<file path="config.mk">
export PLATFORM = sky130hd
export DESIGN_NAME = bit_serializer
export DESIGN_NICKNAME = d
export VERILOG_FILES = /design/src/rtl/bit_serializer.sv
export SDC_FILE = /design/constraint.sdc
export NUM_CORES = 1
export LEC_CHECK = 0
export CORE_ASPECT_RATIO = 2
export CORE_UTILIZATION = 30
export DETAILED_ROUTE_END_ITERATION = 10
export GPL_ROUTABILITY_DRIVEN = 0
export GPL_TIMING_DRIVEN = 0
export PLACE_DENSITY = 0.58
export SETUP_SLACK_MARGIN = 0.05
export SLEW_MARGIN = 20
export SYNTH_ARGS = -nofsm -noshare
export SYNTH_HDL_FRONTEND = slang
export SYNTH_SLANG_ARGS = --single-unit
</file>
<file path="constraint.sdc">
create_clock -name clk -period 1.7 [get_ports clk]
set_input_delay 0.51 -clock clk [delete_from_list [all_inputs] [get_ports clk]]
set_output_delay 0.51 -clock clk [all_outputs]
set_load 0.02 [all_outputs]
</file>
<file path="src/rtl/bit_serializer.sv">
// rtl/bit_serializer.sv - parallel-to-serial shifter with valid/ready word handshake
//
// Accepts a WIDTH-bit word on load_valid && load_ready and shifts it out on
// sout, one bit per clk, starting the cycle after acceptance. Back-to-back
// words are sent with no gap cycles.
//
// Ports:
//   clk         rising-edge clock
//   clr         asynchronous active-high reset
//   load_data   parallel word to serialize
//   load_valid  load_data holds a word to send
//   load_ready  block can accept a word this cycle
//   msb_first   bit order of the word being accepted (1 = MSB first)
//   sout        registered serial bit stream
//   sout_valid  sout carries a data bit this cycle
//   busy        a word is in progress
//   bit_idx     position of the bit on sout, 0 = first bit sent
//   words_sent  accepted-word count, modulo 256

module bit_serializer #(
    parameter int   WIDTH    = 8,
    parameter logic IDLE_BIT = 1'b0,
    localparam int  IDX_W    = $clog2(WIDTH)
) (
    input  logic             clk,
    input  logic             clr,
    input  logic [WIDTH-1:0] load_data,
    input  logic             load_valid,
    output logic             load_ready,
    input  logic             msb_first,
    output logic             sout,
    output logic             sout_valid,
    output logic             busy,
    output logic [IDX_W-1:0] bit_idx,
    output logic [7:0]       words_sent
);

    localparam logic [IDX_W-1:0] LAST_IDX = IDX_W'(WIDTH - 1);

    typedef enum logic {
        S_IDLE  = 1'b0,
        S_SHIFT = 1'b1
    } state_t;

    state_t           r_state;
    state_t           w_next_state;
    logic [WIDTH-1:0] r_shift;
    logic             r_msb;
    logic             r_sout;
    logic [IDX_W-1:0] r_bit_idx;
    logic [7:0]       r_words;
    logic             w_last;
    logic             w_accept;

    // The last bit of a word is the only SHIFT cycle that can take a new word,
    // which is what lets consecutive words run without a gap.
    assign w_last     = (r_state == S_SHIFT) && (r_bit_idx == LAST_IDX);
    assign load_ready = (r_state == S_IDLE) || w_last;
    assign w_accept   = load_valid && load_ready;

    assign sout       = r_sout;
    assign sout_valid = (r_state == S_SHIFT);
    assign busy       = (r_state == S_SHIFT);
    assign bit_idx    = r_bit_idx;
    assign words_sent = r_words;

    always_ff @(posedge clk or posedge clr) begin
        if (clr) begin
            r_state <= S_IDLE;
        end else begin
            r_state <= w_next_state;
        end
    end

    always_comb begin
        w_next_state = r_state;
        case (r_state)
            S_IDLE: begin
                if (w_accept) begin
                    w_next_state = S_SHIFT;
                end
            end
            S_SHIFT: begin
                if (w_last && !w_accept) begin
                    w_next_state = S_IDLE;
                end
            end
            default: begin
                w_next_state = S_IDLE;
            end
        endcase
    end

    // The first bit is registered straight from load_data so it shows on sout
    // the cycle after acceptance. r_shift keeps the bit currently on sout in
    // its leading position, so the next bit is always its neighbour.
    always_ff @(posedge clk or posedge clr) begin
        if (clr) begin
            r_shift   <= '0;
            r_msb     <= 1'b0;
            r_sout    <= IDLE_BIT;
            r_bit_idx <= '0;
            r_words   <= 8'd0;
        end else if (w_accept) begin
            r_shift   <= load_data;
            r_msb     <= msb_first;
            r_sout    <= msb_first ? load_data[WIDTH-1] : load_data[0];
            r_bit_idx <= '0;
            r_words   <= r_words + 8'd1;
        end else if (r_state == S_SHIFT) begin
            if (w_last) begin
                r_sout    <= IDLE_BIT;
                r_bit_idx <= '0;
            end else begin
                if (r_msb) begin
                    r_shift <= {r_shift[WIDTH-2:0], 1'b0};
                    r_sout  <= r_shift[WIDTH-2];
                end else begin
                    r_shift <= {1'b0, r_shift[WIDTH-1:1]};
                    r_sout  <= r_shift[1];
                end
                r_bit_idx <= r_bit_idx + IDX_W'(1);
            end
        end
    end

endmodule
</file>
==> results.ini <==
[outcome]
outcome = complete, but fails checks
violations = negative setup slack

[clocking]
cts.clk_slew.worst_paths_ps = 80
clockRootBuffer = clkbuf_8
clkLatencyLatePin_ps = 260
clockBufferDepth = 2
tritoncts = done
cts_made_buffers = 3
clkSinkCount = 22
ctsHtreeMaxLevel = 1

[synthesis]
syn_area_mm2 = 0.00117
ys_warn_count = 0
ys_seq_area_share_pct = 47.1
netlist_instances = 103
synth_top_area_cell = dfrtp_1
async_reset_ff_share_pct = 100
yosysMostFrequentCell = dfrtp_1
ys_ff_latch = 22
yosysTopAreaCellShare_pct = 47.1
synth_nets = 118
synth_area_leaders = dfrtp_1, mux2i_1, xor2_1
synth_edf_count = 0
ys.flop_type = dfrtp_1
synth_cell_type_count = 30
synth_common_cells = dfrtp_1, mux2i_1, nand2_1, a21oi_1, nor2b_1
avgSynthCellArea_um2 = 11.4

[floorplan]
rows = 31
dieArea_mm2 = 0.00417
die_width_um = 46.2
die_y_um = 90.3
coreArea_mm2 = 0.00368
ioPinCount = 27
start_util_pct = 31.7

[route]
remaining_drc_errors = 0
drt-wirelength-per-cell_um = 13.8
dr_total_vias = 908
firstDrtPassIters = 4
wirelength_mm = 2.65
antenna_left = 0
drt_iter0_drc = 23
via_per_inst = 4.73

[timing]
fin_tns_setup_ps = -299
report.final.slew_viol_count = 0
finalCritPeriodShare_pct = 118
finalHoldViolCount = 0
slew_headroom_pct = 43.3
fmax_mhz = 500
rsz0062_at_grt = yes
finalWorstSetupSlack_ps = -299
finClkSkew_ps = 3.00
fin_crit_ps = 2000
setup_viol = 1
worst_pin_slew_ps = 849

[cells_and_area]
synthToLayoutAreaGrowth_pct = 42.8
nFillCells = 350
drive_gt1_share_pct = 29.4
instances_no_fill = 192
antenna_cells = 0
postLayoutCellArea_mm2 = 0.00167
finalNetCount = 159

[critical_path]
timing_worst_setup_path_type = reg2out
worstPathArrival_ps = 1490
crit_path_end_kind = output pin
cp-start-kind = flop
crit_required_ps = 1190
crit_fanout = 2

[place]
dp_hpwl_mm = 1.90
placed_cells = 178
placed_area_mm2 = 0.00153
port_buffers = 26

[grt]
antenna_found_initial = 0
grt_max_degree = 23
grt_use_total_pct = 14.3
grt_pass1_wl_mm = 4.44
grt-ovfl-total = 0
grt_pass1_vias = 971

[power_and_ir_drop]
powerDensity_mw_per_mm2 = 1800
ir_worst_vdd_v = 0.000784
p_leak_nw = 0.766

[hold_path]
hold_class = reg2reg

[job]
drv_cap = 0

power breakdown:
part / internal (mW) / switching [mW]
logic: 0.787 / 0.746
registers: 0.764 / 0.217
clock network: 0.314 / 0.174
total: 1.86 / 1.14
registers in the layout (all words and copies together), names as in the netlist:
signal      cells
r_msb           1
busy            1
words_sent      8
r_shift         8
bit_idx         3
sout            1
worst max-delay path, cell delays in order, from the launching register on:
cell	delay, ps
dfrtp_2	430
ha_4	170
ha_4	160
nor2b_4	100
buf_6	110
inv_4	30
buf_8	110
buf_6	120
final cells by class:
class	instances	area, um^2	share of cell area [%]
Buffer	7	66.3	3.97
Clock buffer	3	41.3	2.47
Clock inverter	1	30.0	1.80
Inverter	3	13.8	0.824
Multi-Input combinational cell	71	596	35.7
Sequential cell	22	554	33.2
Tap cell	49	61.3	3.67
Timing Repair Buffer	36	308	18.4
layer usage:
metal	vias up	part of all wire (%)	GRT usage, %
li1	439	-	-
met1	448	40	16.5
met2	19	56	24.6
met3	2	3.1	1.80
met4	0	0.87	5.88
met5	-	0	0
what timing repair did:
action,4_1_cts,5_1_grt
setup buffers,9,4
hold buffers,0,0
gates resized for setup,28,7
pin swaps,1,4
endpoints found under the setup margin,17,13
hold endpoints to repair,0,0
logic make-up after synthesis:
family / share of synthesized area [%]
AND/OR/NAND/NOR: 16.8
adder cells (fa/ha/maj): 3.21
flip-flops: 47.1
buffers and inverters: 5.45
multiplexers: 10.6
AO/OA/AOI/OAI: 11.7
XOR/XNOR: 5.24
metrics by stage:
step / total power, mW / hold slack [ps] / utilization, % / worst slack (ps)
after detailed placement: 2.43 / 488 / 41.4 / -530
after global placement: 2.39 / 459 / 41.4 / -524
final: 3.00 / 485 / 45.3 / -299
after global routing: 3.22 / 513 / 45.3 / -351
after CTS: 2.98 / 498 / 44.9 / -317
after floorplan: 1.94 / 499 / - / -11.8
final timing paths:
path / from / end / slack, ps / depth (start not counted)
worst max register to register: bit_idx[0] / r_msb / 90 / 8
min in group asynchronous: clr / bit_idx[2] / 710 / 2
worst min register to register: words_sent[7] / words_sent[7] / 480 / 1
max in group asynchronous: clr / bit_idx[1] / 410 / 2
worst min-delay path: words_sent[7] / words_sent[7] / 480 / 1
worst max-delay path: bit_idx[0] / load_ready / -300 / 7
placed cells by master (no fill, tap or decap), types with 3 or more instances in the layout:
| cell | n |
|---|---|
| mux2i_1 | 9 |
| a21oi_1 | 7 |
| dfrtp_2 | 3 |
| xor2_1 | 6 |
| o21ai_0 | 3 |
| dfrtp_1 | 19 |
| buf_4 | 11 |
| dlygate4sd2_1 | 11 |
| clkdlybuf4s50_1 | 11 |
| buf_2 | 3 |
| nand2_1 | 8 |
| a211oi_1 | 3 |
| nor2b_1 | 7 |
| a211oi_2 | 3 |
| nor2_1 | 3 |
| clkbuf_8 | 3 |
No activity file was read; power rests on OpenSTA's default activity.
